### src/rtl/mux_arbiter2.sv
// mux_arbiter2: two-requester round-robin arbiter owning a registered 2:1 data mux.
// Define ARB_TIMEOUT_EN to add a grant timer that forces a release after TIMEOUT cycles.
module mux_arbiter2 #(
  parameter int w       = 32,
  parameter int TIMEOUT = 15
) (
  input  logic         clk,
  input  logic         reset,
  input  logic         req0,
  input  logic         req1,
  input  logic         done0,
  input  logic         done1,
  input  logic [w-1:0] data_in_0,
  input  logic [w-1:0] data_in_1,
  output logic         gnt0,
  output logic         gnt1,
  output logic         selector,
  output logic [w-1:0] data_out,
  output logic         valid_out,
  output logic         timeout
);
  typedef enum logic [1:0] {IDLE, OWN0, OWN1} state_t;
  state_t state_q, state_d;
  logic last_q, last_d, sel_q, sel_d, valid_q, timeout_q, timeout_d;
  logic [w-1:0] data_q;
  logic own, own1, req_x, req_o, done_x, rel, force_rel;
  assign own    = state_q != IDLE;
  assign own1   = state_q == OWN1;
  assign req_x  = own1 ? req1 : req0;
  assign req_o  = own1 ? req0 : req1;
  assign done_x = own1 ? done1 : done0;
  assign rel    = own & (done_x | ~req_x);
`ifdef ARB_TIMEOUT_EN
  logic [7:0] cnt_q, cnt_d;
  logic cnt_top;
  assign cnt_top   = cnt_q == 8'(TIMEOUT - 1);
  assign force_rel = own & ~rel & req_o & cnt_top;
  // Restart on every grant entry; saturate at the limit while nobody is waiting.
  assign cnt_d = (!own || rel || force_rel) ? 8'd0 : cnt_top ? cnt_q : cnt_q + 8'd1;
  always_ff @(posedge clk) begin
    if (reset) cnt_q <= 8'd0;
    else cnt_q <= cnt_d;
  end
`else
  localparam int timeout_unused = TIMEOUT;
  assign force_rel = 1'b0;
`endif
  always_comb begin
    state_d   = state_q;
    last_d    = last_q;
    timeout_d = 1'b0;
    if (!own) begin
      if (req0 & req1) state_d = last_q ? OWN0 : OWN1;
      else if (req0) state_d = OWN0;
      else if (req1) state_d = OWN1;
    end else if (rel | force_rel) begin
      last_d    = own1;
      timeout_d = force_rel;
      state_d   = req_o ? (own1 ? OWN0 : OWN1) : (req_x & done_x) ? state_q : IDLE;
    end
    sel_d = state_d == OWN1 ? 1'b1 : state_d == OWN0 ? 1'b0 : sel_q;
  end
  always_ff @(posedge clk) begin
    if (reset) begin
      state_q   <= IDLE;
      last_q    <= 1'b1;
      sel_q     <= 1'b0;
      data_q    <= '0;
      valid_q   <= 1'b0;
      timeout_q <= 1'b0;
    end else begin
      state_q   <= state_d;
      last_q    <= last_d;
      sel_q     <= sel_d;
      valid_q   <= own;
      timeout_q <= timeout_d;
      if (own) data_q <= own1 ? data_in_1 : data_in_0;
    end
  end
  assign gnt0      = state_q == OWN0;
  assign gnt1      = own1;
  assign selector  = sel_q;
  assign data_out  = data_q;
  assign valid_out = valid_q;
  assign timeout   = timeout_q;
endmodule

### config.mk
export PLATFORM = sky130hd
export DESIGN_NAME = mux_arbiter2
export DESIGN_NICKNAME = d
export VERILOG_FILES = /design/src/rtl/mux_arbiter2.sv
export SDC_FILE = /design/constraint.sdc
export NUM_CORES = 1
export LEC_CHECK = 0
export ABC_AREA = 1
export BUFFER_PORTS_ARGS = -buffer_cell sky130_fd_sc_hd__buf_2
export CELL_PAD_IN_SITES_DETAIL_PLACEMENT = 1
export CELL_PAD_IN_SITES_GLOBAL_PLACEMENT = 1
export CORE_ASPECT_RATIO = 0.7
export CORE_UTILIZATION = 30
export DETAILED_ROUTE_END_ITERATION = 7
export GPL_ROUTABILITY_DRIVEN = 0
export GPL_TIMING_DRIVEN = 0
export PLACE_DENSITY = 0.95
export SLEW_MARGIN = 15
export SYNTH_ARGS = -nofsm -noshare
export SYNTH_HDL_FRONTEND = slang
export SYNTH_SLANG_ARGS = --single-unit
export TNS_END_PERCENT = 50
### constraint.sdc
create_clock -name clk -period 4.4 [get_ports clk]
set_input_delay 0.66 -clock clk [delete_from_list [all_inputs] [get_ports clk]]
set_output_delay 0.66 -clock clk [all_outputs]
set_load 0.01 [all_outputs]
==> Implementation_results.wiki <==
{| class="wikitable"
! Metric !! Value
|-
| Result of the run || finished, final reports clean
|-
| Post-cts gate resize count || 0
|-
| Netlist cell types || 22
|-
| Flip-flop cell with the highest count after synthesis || sky130_fd_sc_hd__dfxtp_1
|-
| Shortest period the worst path allows || between 2 and 2.5 ns
|-
| Inserted Diodes || 0
|-
| Initial core utilization || a little under a third
|-
| Hold WC Path Type || flip-flop to flip-flop
|-
| Max H-tree Level || 2
|-
| Most used cell, CP || sky130_fd_sc_hd__buf_2
|-
| Maximum Capacitance Violations || 0
|-
| Overall die area || around 6400 um2
|-
| Number of buffers on the longest clock path || 2
|-
| Critical-path top delay cell || sky130_fd_sc_hd__dfxtp_1
|-
| Mapped Nets || roughly 360
|-
| Cell-by-cell trace of the critical path || buf_6, inv_6, nand2_2, inv_2, buf_2, buf_2
|-
| Final count of negative-setup-slack endpoints || 0
|-
| Layout area overhead || 38.3%
|-
| Cell Pwr Density || 440 nW/um2
|-
| Setup TNS || 0 ns
|-
| CTS Root Buffer Type || sky130_fd_sc_hd__clkbuf_8
|-
| Critical path endpoint category || primary output
|-
| Final worst-path cycle share || 47.5%
|-
| Wire length of the first global-routing pass || around 8700 um
|-
| Hold-fix buffer count after cts || 0
|-
| Source-to-sink clock delay at the later pin of the worst-skew pair || roughly 0.27 ns
|-
| Number of post-CTS setup repair buffers || 0
|-
| Pre-antenna DRT Iters || 4
|-
| Fill count || approximately 820
|-
| Asr flop ratio synth || 0%
|-
| Net total in the final layout || around 470
|-
| Proportion of layout cells with a drive suffix above 1 || about a third
|-
| Synthesized instance count || 291
|-
| Largest net degree at the start of global routing || 11
|-
| Number of max-slew violations in the final report || 0
|-
| Count of port buffers added during placement || 105
|-
| Part of the Yosys area used for sequential elements || between 40% and 50%
|-
| Total global routing overflow || 0
|-
| Maximum fanout along the worst path || 10
|-
| Startpoint type of the worst setup path || flip-flop
|-
| Antenna Violating Nets Remaining || 0
|-
| CTS tree || yes
|-
| Unrepaired setup endpoints after global routing || false
|-
| Via count normalized by instance count || roughly 4.5
|-
| Height of the die || around 67 um
|-
| Leakage component of the power || around 1.6 nW
|-
| Aggregate global-route resource usage || approximately 18%
|-
| HPWL Detailed || between 4000 and 5000 um
|-
| Number of enable-type register cells in the synthesized netlist || 0
|-
| Clock transition at the registers of the reported paths || around 0.060 ns
|-
| DRC Markers || 0
|-
| Count of placed standard cells including taps || approximately 470
|-
| DRC marker count from the first detailed-route iteration || 35
|-
| Number of buffers inserted during clock tree synthesis || 5
|-
| Vias in the first global route || about 2000
|-
| #FFs+latches synth || 37
|-
| CP Class || flip-flop to primary output
|-
| Number of sinks on the clock net || 37
|-
| CP arrival || ~1.4 ns
|-
| Worst-case vdd ir drop || between 0.15 and 0.2 mV
|-
| I/O pin cnt || roughly 110
|-
| Floorplan die width || ~95 um
|-
| Cell Area, Synth || roughly 1800 um2
|-
| Core region area || about 5800 um2
|-
| Via count || ~2100
|-
| Number of rows in the core area || 23
|-
| Routed Wire Length || 5510 um
|-
| Number of antenna violations at the first check in global routing || 0
|-
| Average wire length per cell after detail routing || 11.6 um
|-
| Syn_area_per_cell || approximately 6.2 um2
|-
| Highest achievable clock rate || about 480 MHz
|-
| Synth warn || 0
|-
| Setup clock skew after layout || 0.00336 ns
|-
| Total count of hold-check failures in the final report || 0
|-
| Data required time of the critical path || around 3.7 ns
|-
| Non-filler instance count after layout || between 400 and 500
|-
| Critical Path Max Stage Delay || between 0.3 and 0.4 ns
|}
## where the power goes
group	internal [mW]	switching [mW]	leakage, nW
Sequential	0.401	0.0355	0.304
Combinational	0.176	0.280	1.24
Clock	0.104	0.105	0.0399
Total	0.681	0.421	1.59
## final timing paths
check	from	endpoint	slack, ns	depth (start not counted)
min	selector$_SDFFE_PP0P_	selector$_SDFFE_PP0P_	0.46	2
min reg2reg	selector$_SDFFE_PP0P_	selector$_SDFFE_PP0P_	0.46	2
max	state_q[0]$_SDFF_PP0_	gnt1	2.31	6
max reg2reg	state_q[0]$_SDFF_PP0_	selector$_SDFFE_PP0P_	2.53	14
## critical path, delay by kind of cell, from the launching register on
kind | cells | cell delay, ns
buf+inv | 5 | 0.77
flops | 1 | 0.31
simple gates | 1 | 0.08
## cell families (layout without fill, tap and decap cells)
family          Yosys count  after routing  synth area share [%]
flops                    37             37                  40.9
simple gates            186            186                  41.9
other cells               1              1                 0.207
compound gates            9              9                  2.97
buf+inv                  57            168                  13.3
fa+ha+maj                 1              1                 0.691
## synthesized netlist by cell type (2+ instances only)
library cell | instances | share of area (%)
sky130_fd_sc_hd__a21oi_1 | 4 | 1.1
sky130_fd_sc_hd__nand2_1 | 140 | 29
sky130_fd_sc_hd__nand3_1 | 34 | 9.4
sky130_fd_sc_hd__buf_1 | 3 | 0.62
sky130_fd_sc_hd__o21ai_0 | 2 | 0.55
sky130_fd_sc_hd__inv_1 | 40 | 8.3
sky130_fd_sc_hd__nand2_2 | 3 | 1.0
sky130_fd_sc_hd__nor2_1 | 5 | 1.0
sky130_fd_sc_hd__dfxtp_1 | 37 | 41
sky130_fd_sc_hd__nor2_2 | 3 | 1.0
sky130_fd_sc_hd__inv_2 | 2 | 0.41
sky130_fd_sc_hd__buf_2 | 8 | 2.2
## per-stage QoR
step	power [mW]	util, %	hold WS (ns)	area [um2]	setup WS (ns)
finish	1.10	43.3	0.458	2500	2.31
global route	1.20	43.3	0.481	2500	2.19
CTS	1.12	43.3	0.462	2500	2.28
detailed placement	0.907	42.0	0.450	2430	2.32
global placement	0.884	42.0	0.439	2430	2.37
floorplan	0.730	-	0.444	1810	2.58
## sequential cells by signal, summed over array words and instances, names as in the netlist
signal and count:
data_out 32, last_q 1, selector 1, state_q 2, valid_out 1
## cells in the final DEF (no fill, tap or decap), types with 2 or more instances in the layout
cell                       instances
sky130_fd_sc_hd__buf_1             3
sky130_fd_sc_hd__inv_2             2
sky130_fd_sc_hd__dfxtp_1          37
sky130_fd_sc_hd__o21ai_0           2
sky130_fd_sc_hd__clkbuf_8          5
sky130_fd_sc_hd__nor2_1            5
sky130_fd_sc_hd__inv_1            40
sky130_fd_sc_hd__a21oi_1           4
sky130_fd_sc_hd__nand2_2           3
sky130_fd_sc_hd__nand2_1         140
sky130_fd_sc_hd__nor2_2            3
sky130_fd_sc_hd__nand3_1          34
sky130_fd_sc_hd__buf_2           113
## routing by layer
layer | share of wire [%] | up-vias | wire length, um | global-route usage [%]
li1 | - | 1089 | - | -
met1 | 47 | 978 | 2580 | 20.8
met2 | 48 | 67 | 2640 | 32.4
met3 | 5.3 | 2 | 291 | 4.22
met4 | 0.15 | 0 | 8 | 2.84
met5 | 0 | - | 0 | 0
## cell type report
class	instances	area, um2	share of cell area, %
tap	75	93.8	3.75
inverter	43	166	6.65
sequential	37	741	29.6
timing repair buffer	105	526	21.0
clock buffer	5	68.8	2.75
buffer	14	73.8	2.95
multi-input combinational	197	830	33.1
clock inverter	1	5.00	0.200
Note: power is estimated with default switching activity, not from simulation.
